--- src/rtl/adc_5g_phase_cal.sv ---
// Sampling-phase calibration for the 5 GS/s ADC interface: sweeps the DCM phase,
// scores every position against a static test pattern and parks on the widest clean window.

module adc_5g_phase_cal_lane #(
   parameter int VEC_W = 8
) (
   input  logic [VEC_W-1:0] data_i,
   input  logic [VEC_W-1:0] pattern_i,
   output logic             mismatch_o
);
   assign mismatch_o = (data_i != pattern_i);
endmodule

module adc_5g_phase_cal #(
   parameter int N_STEPS    = 64,
   parameter int SETTLE_CYC = 64,
   parameter int CHECK_CYC  = 256,
   parameter int PS_TIMEOUT = 1023
) (
   input  logic       dcm_psclk_i,
   input  logic       ctrl_reset_i,
   input  logic       cal_start_i,
   input  logic [7:0] cal_pattern_i,
   input  logic [7:0] user_datai0_i,
   input  logic [7:0] user_datai1_i,
   input  logic [7:0] user_datai2_i,
   input  logic [7:0] user_datai3_i,
   input  logic [7:0] user_dataq0_i,
   input  logic [7:0] user_dataq1_i,
   input  logic [7:0] user_dataq2_i,
   input  logic [7:0] user_dataq3_i,
   input  logic       user_data_valid_i,
   output logic       dcm_psen_o,
   output logic       dcm_psincdec_o,
   input  logic       dcm_psdone_i,
   output logic       cal_busy_o,
   output logic       cal_done_o,
   output logic       cal_fail_o,
   output logic [7:0] cal_center_o,
   output logic [7:0] cal_width_o,
   output logic [7:0] cal_pos_o
);
   localparam int NUM_LANES = 8;
   localparam int VEC_W     = 8;
   localparam int CNT_MAX0  = (SETTLE_CYC > CHECK_CYC) ? SETTLE_CYC : CHECK_CYC;
   localparam int CNT_MAX   = (CNT_MAX0 > PS_TIMEOUT) ? CNT_MAX0 : PS_TIMEOUT;
   localparam int CNT_W     = $clog2(CNT_MAX + 1);

   localparam logic [CNT_W-1:0] SETTLE_LAST = CNT_W'(SETTLE_CYC - 1);
   localparam logic [CNT_W-1:0] CHECK_LAST  = CNT_W'(CHECK_CYC - 1);
   localparam logic [CNT_W-1:0] TO_LAST     = CNT_W'(PS_TIMEOUT - 1);
   localparam logic [8:0]       POS_LAST    = 9'(N_STEPS);

   typedef enum logic [3:0] {
      S_IDLE, S_SETTLE, S_CHECK, S_EVAL, S_SHIFT, S_WAIT_DONE,
      S_RET_SHIFT, S_RET_WAIT, S_DONE, S_FAIL
   } state_t;

   state_t           state_q, state_d;
   logic [CNT_W-1:0] cnt_q, cnt_d;
   logic             err_q, err_d;
   logic [8:0]       pos_q, pos_d;
   logic [8:0]       cur_len_q, cur_len_d;
   logic [8:0]       cur_start_q, cur_start_d;
   logic [8:0]       best_len_q, best_len_d;
   logic [8:0]       best_start_q, best_start_d;
   logic [8:0]       target_q, target_d;
   logic             fail_pend_q, fail_pend_d;
   logic             incdec_q, incdec_d;
   logic             busy_q, busy_d;
   logic             done_q, done_d;
   logic             fail_q, fail_d;
   logic [7:0]       center_q, center_d;
   logic [7:0]       width_q, width_d;

   logic [NUM_LANES-1:0][VEC_W-1:0] lane_data;
   logic [NUM_LANES-1:0]            lane_err;

   assign lane_data = {user_dataq3_i, user_dataq2_i, user_dataq1_i, user_dataq0_i,
                       user_datai3_i, user_datai2_i, user_datai1_i, user_datai0_i};

   genvar g;
   generate
      for (g = 0; g < NUM_LANES; g++) begin : g_lane
         adc_5g_phase_cal_lane #(.VEC_W(VEC_W)) u_lane (
            .data_i     (lane_data[g]),
            .pattern_i  (cal_pattern_i),
            .mismatch_o (lane_err[g])
         );
      end
   endgenerate

   function automatic logic [7:0] sat8(input logic [8:0] v);
      return v[8] ? 8'hFF : v[7:0];
   endfunction

   // Window trackers as they will stand after the current EVAL cycle.
   logic [8:0] ev_len, ev_start, ev_best_len, ev_best_start, ev_target;
   logic       ev_none;

   always_comb begin
      ev_len        = '0;
      ev_start      = cur_start_q;
      ev_best_len   = best_len_q;
      ev_best_start = best_start_q;
      if (!err_q) begin
         ev_len = cur_len_q + 9'd1;
         if (cur_len_q == '0) ev_start = pos_q;
         if (ev_len > best_len_q) begin
            ev_best_len   = ev_len;
            ev_best_start = ev_start;
         end
      end
      ev_none   = (ev_best_len == '0);
      ev_target = ev_none ? 9'd0 : ev_best_start + ((ev_best_len - 9'd1) >> 1);
   end

   always_comb begin
      state_d      = state_q;
      cnt_d        = cnt_q;
      err_d        = err_q;
      pos_d        = pos_q;
      cur_len_d    = cur_len_q;
      cur_start_d  = cur_start_q;
      best_len_d   = best_len_q;
      best_start_d = best_start_q;
      target_d     = target_q;
      fail_pend_d  = fail_pend_q;
      incdec_d     = incdec_q;
      busy_d       = busy_q;
      done_d       = done_q;
      fail_d       = fail_q;
      center_d     = center_q;
      width_d      = width_q;

      unique case (state_q)
         S_IDLE, S_DONE, S_FAIL: begin
            if (cal_start_i) begin
               done_d       = 1'b0;
               fail_d       = 1'b0;
               center_d     = '0;
               width_d      = '0;
               cur_len_d    = '0;
               cur_start_d  = '0;
               best_len_d   = '0;
               best_start_d = '0;
               target_d     = '0;
               fail_pend_d  = 1'b0;
               pos_d        = '0;
               cnt_d        = '0;
               busy_d       = 1'b1;
               state_d      = S_SETTLE;
            end
         end
         S_SETTLE: begin
            if (cnt_q == SETTLE_LAST) begin
               cnt_d   = '0;
               err_d   = 1'b0;
               state_d = S_CHECK;
            end else begin
               cnt_d = cnt_q + 1'b1;
            end
         end
         S_CHECK: begin
            // Only qualified samples advance the window or contribute errors.
            if (user_data_valid_i) begin
               err_d = err_q | (|lane_err);
               if (cnt_q == CHECK_LAST) begin
                  cnt_d   = '0;
                  state_d = S_EVAL;
               end else begin
                  cnt_d = cnt_q + 1'b1;
               end
            end
         end
         S_EVAL: begin
            cur_len_d    = ev_len;
            cur_start_d  = ev_start;
            best_len_d   = ev_best_len;
            best_start_d = ev_best_start;
            if (pos_q == POS_LAST) begin
               target_d    = ev_target;
               fail_pend_d = ev_none;
               if (pos_q == ev_target) begin
                  busy_d = 1'b0;
                  width_d = sat8(ev_best_len);
                  if (ev_none) begin
                     fail_d  = 1'b1;
                     state_d = S_FAIL;
                  end else begin
                     done_d   = 1'b1;
                     center_d = ev_target[7:0];
                     state_d  = S_DONE;
                  end
               end else begin
                  incdec_d = 1'b0;
                  state_d  = S_RET_SHIFT;
               end
            end else begin
               incdec_d = 1'b1;
               state_d  = S_SHIFT;
            end
         end
         S_SHIFT: begin
            cnt_d   = '0;
            state_d = S_WAIT_DONE;
         end
         S_WAIT_DONE: begin
            if (dcm_psdone_i) begin
               pos_d   = pos_q + 9'd1;
               cnt_d   = '0;
               state_d = S_SETTLE;
            end else if (cnt_q == TO_LAST) begin
               busy_d  = 1'b0;
               fail_d  = 1'b1;
               width_d = sat8(best_len_q);
               state_d = S_FAIL;
            end else begin
               cnt_d = cnt_q + 1'b1;
            end
         end
         S_RET_SHIFT: begin
            cnt_d   = '0;
            state_d = S_RET_WAIT;
         end
         S_RET_WAIT: begin
            if (dcm_psdone_i) begin
               pos_d = pos_q - 9'd1;
               if ((pos_q - 9'd1) == target_q) begin
                  busy_d  = 1'b0;
                  width_d = sat8(best_len_q);
                  if (fail_pend_q) begin
                     fail_d  = 1'b1;
                     state_d = S_FAIL;
                  end else begin
                     done_d   = 1'b1;
                     center_d = target_q[7:0];
                     state_d  = S_DONE;
                  end
               end else begin
                  state_d = S_RET_SHIFT;
               end
            end else if (cnt_q == TO_LAST) begin
               busy_d  = 1'b0;
               fail_d  = 1'b1;
               width_d = sat8(best_len_q);
               state_d = S_FAIL;
            end else begin
               cnt_d = cnt_q + 1'b1;
            end
         end
         default: state_d = S_IDLE;
      endcase
   end

   always_ff @(posedge dcm_psclk_i) begin
      if (ctrl_reset_i) begin
         state_q      <= S_IDLE;
         cnt_q        <= '0;
         err_q        <= 1'b0;
         pos_q        <= '0;
         cur_len_q    <= '0;
         cur_start_q  <= '0;
         best_len_q   <= '0;
         best_start_q <= '0;
         target_q     <= '0;
         fail_pend_q  <= 1'b0;
         incdec_q     <= 1'b0;
         busy_q       <= 1'b0;
         done_q       <= 1'b0;
         fail_q       <= 1'b0;
         center_q     <= '0;
         width_q      <= '0;
      end else begin
         state_q      <= state_d;
         cnt_q        <= cnt_d;
         err_q        <= err_d;
         pos_q        <= pos_d;
         cur_len_q    <= cur_len_d;
         cur_start_q  <= cur_start_d;
         best_len_q   <= best_len_d;
         best_start_q <= best_start_d;
         target_q     <= target_d;
         fail_pend_q  <= fail_pend_d;
         incdec_q     <= incdec_d;
         busy_q       <= busy_d;
         done_q       <= done_d;
         fail_q       <= fail_d;
         center_q     <= center_d;
         width_q      <= width_d;
      end
   end

   assign dcm_psen_o     = (state_q == S_SHIFT) || (state_q == S_RET_SHIFT);
   assign dcm_psincdec_o = incdec_q;
   assign cal_busy_o     = busy_q;
   assign cal_done_o     = done_q;
   assign cal_fail_o     = fail_q;
   assign cal_center_o   = center_q;
   assign cal_width_o    = width_q;
   assign cal_pos_o      = pos_q[7:0];

endmodule

--- config.mk ---
export PLATFORM = sky130hd
export DESIGN_NAME = adc_5g_phase_cal
export DESIGN_NICKNAME = d
export VERILOG_FILES = /design/src/rtl/adc_5g_phase_cal.sv
export SDC_FILE = /design/constraint.sdc
export NUM_CORES = 1
export LEC_CHECK = 0
export CELL_PAD_IN_SITES_DETAIL_PLACEMENT = 1
export CELL_PAD_IN_SITES_GLOBAL_PLACEMENT = 1
export CORE_ASPECT_RATIO = 1.4
export CORE_MARGIN = 2
export CORE_UTILIZATION = 43
export DETAILED_ROUTE_END_ITERATION = 12
export PLACE_DENSITY_LB_ADDON = 0.1
export SYNTH_ARGS = -nofsm -noshare
export SYNTH_HDL_FRONTEND = slang
export SYNTH_HIERARCHICAL = 1
export SYNTH_SLANG_ARGS = --single-unit
--- constraint.sdc ---
create_clock -name dcm_psclk_i -period 14.2 [get_ports dcm_psclk_i]
set_input_delay 4.26 -clock dcm_psclk_i [delete_from_list [all_inputs] [get_ports dcm_psclk_i]]
set_output_delay 4.26 -clock dcm_psclk_i [all_outputs]
set_load 0.1 [all_outputs]
==> results of run 1 <==
==> area by class of cell <==
cell class,instances,area [um2],share of cell area [%]
multi-input cells,745,4620,56.6
flip-flops and latches,90,1800,22.1
repair buffers,109,1080,13.2
well taps,196,245,3.00
clock buffers,10,229,2.81
inverters,36,135,1.66
clock inverters,5,56.3,0.690
==> state kept, by name, indices dropped and copies added, names as in the netlist <==
signal and cells:
best_len_q 9, best_start_q 9, cal_busy_o 1, cal_center_o 8, cal_done_o 1, cal_fail_o 1, cal_width_o 8, cnt_q 10
cur_len_q 9, cur_start_q 9, dcm_psincdec_o 1, err_q 1, fail_pend_q 1, pos_q 9, state_q 4, target_q 9
==> metrics by stage <==
stage / setup slack [ps] / hold slack [ps] / instances / utilization (%)
after floorplan: 7830 / 444 / 930 / -
after global placement: 6870 / 444 / 1176 / 50.7
after detailed placement: 6580 / 450 / 1176 / 50.7
after CTS: 6570 / 459 / 1191 / 52.5
after global routing: 5850 / 486 / 1191 / 52.5
final: 6480 / 456 / 1191 / 52.5
==> critical path, stage by stage (launching register included) <==
cell and delay, ps:
dfxtp_1 460, ha_1 290, nand3_2 130, nor2_1 300, xor2_1 290, ha_1 310
a211oi_1 220, nor2_1 110, a2111o_1 330, nand2b_1 730, nor2_1 70, a21oi_1 340
ha_1 290, xnor2_1 160, inv_1 90, fa_1 460, inv_1 70, a21o_1 140
a21oi_1 90, xnor2_1 440, o21ai_0 190, a22o_1 270, or4_4 490, a211oi_4 330
a41oi_2 450, a221oi_1 390, nor3_1 80
==> Yosys cell counts, drive strengths merged (9+ instances only) <==
library cell and count:
a21o 11, a21oi 77, a22oi 27, a31oi 13, buf 16, clkbuf 43
dfxtp 90, ha 26, inv 35, mux2i 9, nand2 82, nand2b 10
nand3 35, nand4 9, nor2 137, nor2b 14, nor3 26, nor4 24
o21ai 54, xnor2 25, xor2 79
==> layer usage <==
layer  up-vias  part of all wire [%]  track usage [%]
met5         -                     0                0
met4         0                   2.4             10.0
met3        42                   2.3             2.93
met2       103                    54             49.6
met1      3408                    41             30.1
li1       3394                     -                -
==> worst max path at each step <==
stage | startpoint | to | cells past startpoint
floorplan | cur_len_q[0] | cal_width_o[2] | 28
global placement | cur_len_q[0] | cal_center_o[5] | 26
detailed placement | cur_len_q[0] | cal_center_o[0] | 26
CTS | cur_len_q[0] | cal_center_o[5] | 26
global route | cur_len_q[0] | cal_center_o[2] | 26
finish | cur_len_q[0] | cal_center_o[3] | 26
==> cells by family (layout without fill, tap and decap cells) <==
logic type | after synthesis | count (layout)
muxes | 11 | 11
DFF | 90 | 90
xor gates and xnor gates | 104 | 104
AOI/OAI and AO/OA | 238 | 238
buffers and inverters | 95 | 160
adders and majority gates | 27 | 27
and+or+nand+nor | 365 | 365
==> power groups by stage <==
stage	registers [mW]	logic [mW]	clock network, mW
CTS	0.302	0.860	0.245
finish	0.302	0.863	0.240
floorplan	0.415	0.534	0
global placement	0.307	0.839	0
global route	0.305	0.935	0.253
detailed placement	0.307	0.855	0
==> summary.md, run 1 <==
| Metric | Value |
|---|---|
| Status | `complete, no violations` |
| HPWL after DPL | `17.1 mm` |
| Post-CTS setup buffers | `0` |
| TNS Setup | `0 ps` |
| Detail Route Antenna Nets | `0` |
| Largest net degree at the start of global routing | `91` |
| RSZ-0062 raised after global routing | `no` |
| VDD IR max | `0.136 mV` |
| Vias in the first global route | `7,176` |
| Cell Int Power | `0.699 mW` |
| Fmax | `0.130 GHz` |
| First-pass GRT wire length | `36.4 mm` |
| Top cell type's share of synthesized area | `26.4%` |
| Worst R2R Start | `cur_len_q[0]` |
| Fin Clk Skew | `10.8 ps` |
| Distinct cell type count after synthesis | `72` |
| Post-Synth XOR/XNOR Area | `13.4%` |
| Design Area, Final | `8160 um2` |
| Post-layout power | `1.41 mW` |
| Die area | `16,900 um2` |
| Data required, critical path | `14,390 ps` |
| Slew headroom | `22.6%` |
| CP Class | `register to register` |
| Fin crit period | `7720 ps` |
| Vias | `6,947` |
| Max Buffers Root-to-Sink | `2` |
| Post-synth EDFFs | `0` |
| Commonest non-fill, non-tap cell in the layout | `nor2_1` |
| Hold Crit Start | `cal_center_o[7]` |
| Worst-Margin Slew | `1150 ps` |
| Die W | `110 um` |
| Combinational power share | `61.4%` |
| CTS root buffer | `clkbuf_16` |
| Clk slew on worst S/H paths | `70 ps` |
| Synthesized area | `6820 um2` |
| Number of antenna violations at the first check in global routing | `0` |
| Post-synth net total | `1,034` |
| Switching part of the total | `50.3%` |
| Syn Inst Count | `930` |
| Hold path depth | `2` |
| TritonCTS buffer count | `9` |
| Fill cells | `1,999` |
| Die Ht | `153 um` |
| Wirelength, routed | `22.4 mm` |
| Sequential share of power | `21.5%` |
| # H-tree levels | `3` |
| Residual DRC | `0` |
| Initial DRC count | `304` |
| Post-synth ARST share | `0%` |
| Worst Reg-to-Reg Cells | `26` |
| Simple-Gate Fraction of Synth Area | `25.3%` |
| Clock latency on the worst-skew pair | `350 ps` |
| Worst path arrival time | `7910 ps` |
| Reg2Reg Setup Slack | `6480 ps` |
| Num ports | `106` |
| Clock power frac | `17.1%` |
| Type of the tightest min-delay check | `register to register` |
| Core area | `15,500 um2` |
| Max-slew violation count | `0` |
| Hold endpoint | `cal_center_o[7]` |
| Site row count | `54` |
| Hold-fix buffers, CTS | `0` |
| Sw Pwr | `0.707 mW` |
| PwrDens | `172 nW/um2` |
| Synth Area in Adders | `5.07%` |
| Critical path endpoint category | `register` |
| Post-synth top flop | `dfxtp_1` |
| Largest family of logic cells by synthesized area | `simple AND/OR/NAND/NOR gates` |
| Detailed Routing Iterations Pass 1 | `4` |
| Area growth syn-to-layout | `19.7%` |
| Starting Density | `43.9%` |
| # setup viols final | `0` |
| Most frequent cells in the layout | `nor2_1, clkdlybuf4s50_1, dfxtp_1` |
| Nets | `1,095` |
| Final Hold Vio Count | `0` |
| Via density per instance | `5.83` |
| TritonCTS clock tree | `yes` |
| Clk sink count | `90` |
| Dpl cell area | `7880 um2` |
| Post-synthesis sequential area ratio | `26.4%` |
| Syn Area/Cell | `7.33 um2` |
| # Max-Cap Violations | `0` |
| Wirelength per Cell | `18.8 um` |
| Share of cells above drive strength 1 | `3.62%` |
| Tot GR Track Use | `26.3%` |
| Antenna fix cells | `0` |
| RePlAce Congestion | `0.900` |
| Synth area leaders | `dfxtp_1, xor2_1, nor2_1, a21oi_1, ha_1` |
| Global route overflow | `0` |
| Startpoint Class | `register` |
| CP Max Fanout | `33` |
| Register bit total from synthesis | `90` |
| Port bufs | `105` |
| Pleak | `2.97 nW` |
| Mux contribution to synthesized area | `1.65%` |
| Final worst path period share | `54.3%` |
| Area leader, netlist | `dfxtp_1` |
| R2r endpoint | `cal_center_o[3]` |
| Synth Area in Compound Gates | `22.4%` |
| CTS resizes | `0` |
| Ys Warns | `6` |
Power figures use the tool's default switching activity.
==> run 2, diff against run 1 <==
Settings changed: CORE_UTILIZATION 43 to 36.
Clock period 14.2 ns to 6.28 ns, I/O delays scaled along.
==> run 2 against run 1 <==
Against the previous run: total power rose to 2.6 times the previous value; clock skew rose by 3.0 ps; sequential share of layout area shrank 1.5 points.
==> summary.md, run 2 (synthesis results as in run 1) <==
| Metric | Value |
|---|---|
| Hold Crit Start | `cal_center_o[7] (unchanged)` |
| Fin Clk Skew | `13.8 ps (was 10.8 ps)` |
| Dpl ws | `-164 ps (was 6580 ps)` |
| Switching part of the total | `48.8% (was 50.3%)` |
| Pleak | `3.27 nW (was 2.97 nW)` |
| Most frequent cells in the layout | `nor2_1, clkdlybuf4s50_1, dfxtp_1 (unchanged)` |
| Site row count | `59 (was 54)` |
| Type of the tightest min-delay check | `register to register (unchanged)` |
| Detail Route Antenna Nets | `0 (unchanged)` |
| Wirelength, routed | `24.4 mm (was 22.4 mm)` |
| Reg2Reg Setup Slack | `240 ps (was 6480 ps)` |
| Global route overflow | `0 (unchanged)` |
| Antenna fix cells | `0 (unchanged)` |
| Cell Int Power | `1.85 mW (was 0.699 mW)` |
| Fmax | `0.166 GHz (was 0.130 GHz)` |
| Share of cells above drive strength 1 | `10.6% (was 3.62%)` |
| CP max stage cell | `or4_4 (was nand2b_1)` |
| TritonCTS buffer count | `9 (unchanged)` |
| CP Class | `register to register (unchanged)` |
| Tot GR Track Use | `24.4% (was 26.3%)` |
| RePlAce Congestion | `0.844 (was 0.900)` |
| Port bufs | `105 (unchanged)` |
| Largest net degree at the start of global routing | `57 (was 91)` |
| VDD IR max | `0.265 mV (was 0.136 mV)` |
| Critical path endpoint category | `register (unchanged)` |
| Worst-Margin Slew | `1140 ps (was 1150 ps)` |
| HPWL after DPL | `18.5 mm (was 17.1 mm)` |
| Max Buffers Root-to-Sink | `2 (unchanged)` |
| Nets | `1,138 (was 1,095)` |
| R2r endpoint | `cal_width_o[6] (was cal_center_o[3])` |
| Area growth syn-to-layout | `28.8% (was 19.7%)` |
| # Max-Cap Violations | `0 (unchanged)` |
| TNS Setup | `0 ps (unchanged)` |
| Final worst path period share | `96.2% (was 54.3%)` |
| Fin crit period | `6040 ps (was 7720 ps)` |
| Clock latency on the worst-skew pair | `360 ps (was 350 ps)` |
| Vias in the first global route | `7,270 (was 7,176)` |
| Clk sink count | `90 (unchanged)` |
| Via density per instance | `5.47 (was 5.83)` |
| Residual DRC | `0 (unchanged)` |
| Status | `complete, no violations (unchanged)` |
| Startpoint Class | `register (unchanged)` |
| Combinational power share | `65.3% (was 61.4%)` |
| Data required, critical path | `6520 ps (was 14,390 ps)` |
| Wirelength per Cell | `19.0 um (was 18.8 um)` |
| Slew headroom | `23.9% (was 22.6%)` |
| Die W | `120 um (was 110 um)` |
| Vias | `7,020 (was 6,947)` |
| # H-tree levels | `3 (unchanged)` |
| Die Ht | `167 um (was 153 um)` |
| CTS root buffer | `clkbuf_16 (unchanged)` |
| Fill cells | `2,330 (was 1,999)` |
| TritonCTS clock tree | `yes (unchanged)` |
| Sequential share of power | `18.9% (was 21.5%)` |
| Largest reg by FF count | `cnt_q (unchanged)` |
| Num ports | `106 (unchanged)` |
| # setup viols final | `0 (unchanged)` |
| Hold WS | `451 ps (was 456 ps)` |
| Die area | `20,100 um2 (was 16,900 um2)` |
| Number of antenna violations at the first check in global routing | `0 (unchanged)` |
| Hold endpoint | `cal_center_o[7] (unchanged)` |
| CP peak stage delay | `490 ps (was 730 ps)` |
| PwrDens | `410 nW/um2 (was 172 nW/um2)` |
| Hold path depth | `2 (unchanged)` |
| Clk slew on worst S/H paths | `70 ps (about the same)` |
| CP Max Fanout | `7 (was 33)` |
| Final Hold Vio Count | `0 (unchanged)` |
| Hold-fix buffers, CTS | `0 (unchanged)` |
| Worst R2R Start | `cur_len_q[0] (unchanged)` |
| Worst path arrival time | `6280 ps (was 7910 ps)` |
| Max reg flops | `10 (unchanged)` |
| Sw Pwr | `1.76 mW (was 0.707 mW)` |
| Worst Reg-to-Reg Cells | `26 (unchanged)` |
| Initial DRC count | `324 (was 304)` |
| Core area | `18,600 um2 (was 15,500 um2)` |
| Detailed Routing Iterations Pass 1 | `4 (unchanged)` |
| First-pass GRT wire length | `39.0 mm (was 36.4 mm)` |
| Max-slew violation count | `0 (unchanged)` |
| Setup WS post-layout | `242 ps (was 6480 ps)` |
| Clock power frac | `15.9% (was 17.1%)` |
| Starting Density | `36.6% (was 43.9%)` |
| Commonest non-fill, non-tap cell in the layout | `nor2_1 (unchanged)` |
[run 2: changes by cell type in the layout (fill, tap and decap cells not counted), sizes merged]
cell | before | now
clkbuf | 10 | 12
buf | 5 | 48
clkinv | 4 | 3
[run 2: how the worst max path moves through the flow]
stage                      start         endpoint  slack [ps]  cells past startpoint
floorplan           cur_len_q[0]   cal_width_o[2]          20                     28
global placement    cur_len_q[0]  cal_center_o[3]          40                     26
detailed placement  cur_len_q[0]  cal_center_o[3]        -160                     26
CTS                 cur_len_q[1]   cal_width_o[0]          40                     28
global route        cur_len_q[1]  cal_center_o[2]         -50                     29
finish              cur_len_q[0]   cal_width_o[6]         240                     26
[run 2: power by group through the flow]
stage / clock (mW) / combinational, mW / sequential (mW)
after floorplan: 0 / 1.22 / 0.937
after global placement: 0 / 2.08 / 0.692
after detailed placement: 0 / 2.12 / 0.692
after CTS: 0.578 / 2.21 / 0.680
after global routing: 0.611 / 2.53 / 0.689
final: 0.572 / 2.35 / 0.680
[run 2: timing repair]
item                                    4_1_cts  5_1_grt
setup buffers                                 3        4
endpoints found under the setup margin       17       23
pin swaps                                     2       12
resized for setup                             9       31
[run 2: stage by stage]
| step | cells | utilization, % | instance area (um2) | power, mW |
|---|---|---|---|---|
| finish | 1283 | 47.2 | 8780 | 3.60 |
| global route | 1283 | 47.2 | 8780 | 3.83 |
| CTS | 1278 | 46.3 | 8600 | 3.46 |
| detailed placement | 1259 | 44.2 | 8220 | 2.81 |
| global placement | 1259 | 44.2 | 8220 | 2.77 |
| floorplan | 930 | - | 6830 | 2.16 |
[run 2: cell type report]
type / count / area, um2 / area share [%]
clock buffer: 12 / 246 / 2.81
tap: 244 / 305 / 3.48
sequential: 90 / 1800 / 20.5
clock inverter: 4 / 51.3 / 0.584
multi-input combinational: 745 / 4830 / 55.0
inverter: 36 / 135 / 1.54
timing repair buffer: 152 / 1410 / 16.1
[run 2: per-layer routing]
metal / global-route usage (%) / routed length (um) / vias up
met1: 28.4 / 10300 / 3448
met5: 0 / 0 / -
met2: 46.5 / 13400 / 68
li1: - / - / 3474
met3: 2.84 / 349 / 30
met4: 6.57 / 428 / 0
[run 2: critical path: cells and delay by family (launching register included)]
family / cells / cell delay [ps]
muxes: 1 / 220
and+or+nand+nor: 6 / 1200
xor gates and xnor gates: 2 / 450
buffers and inverters: 5 / 480
adders and majority gates: 4 / 1040
DFF: 1 / 340
AOI/OAI and AO/OA: 8 / 2170
==> run 3, diff against run 2 <==
Settings changed: GPL_ROUTABILITY_DRIVEN set to 0.
==> results of run 3 <==
The final DEF is identical to that of run 2; final timing and power are the same.
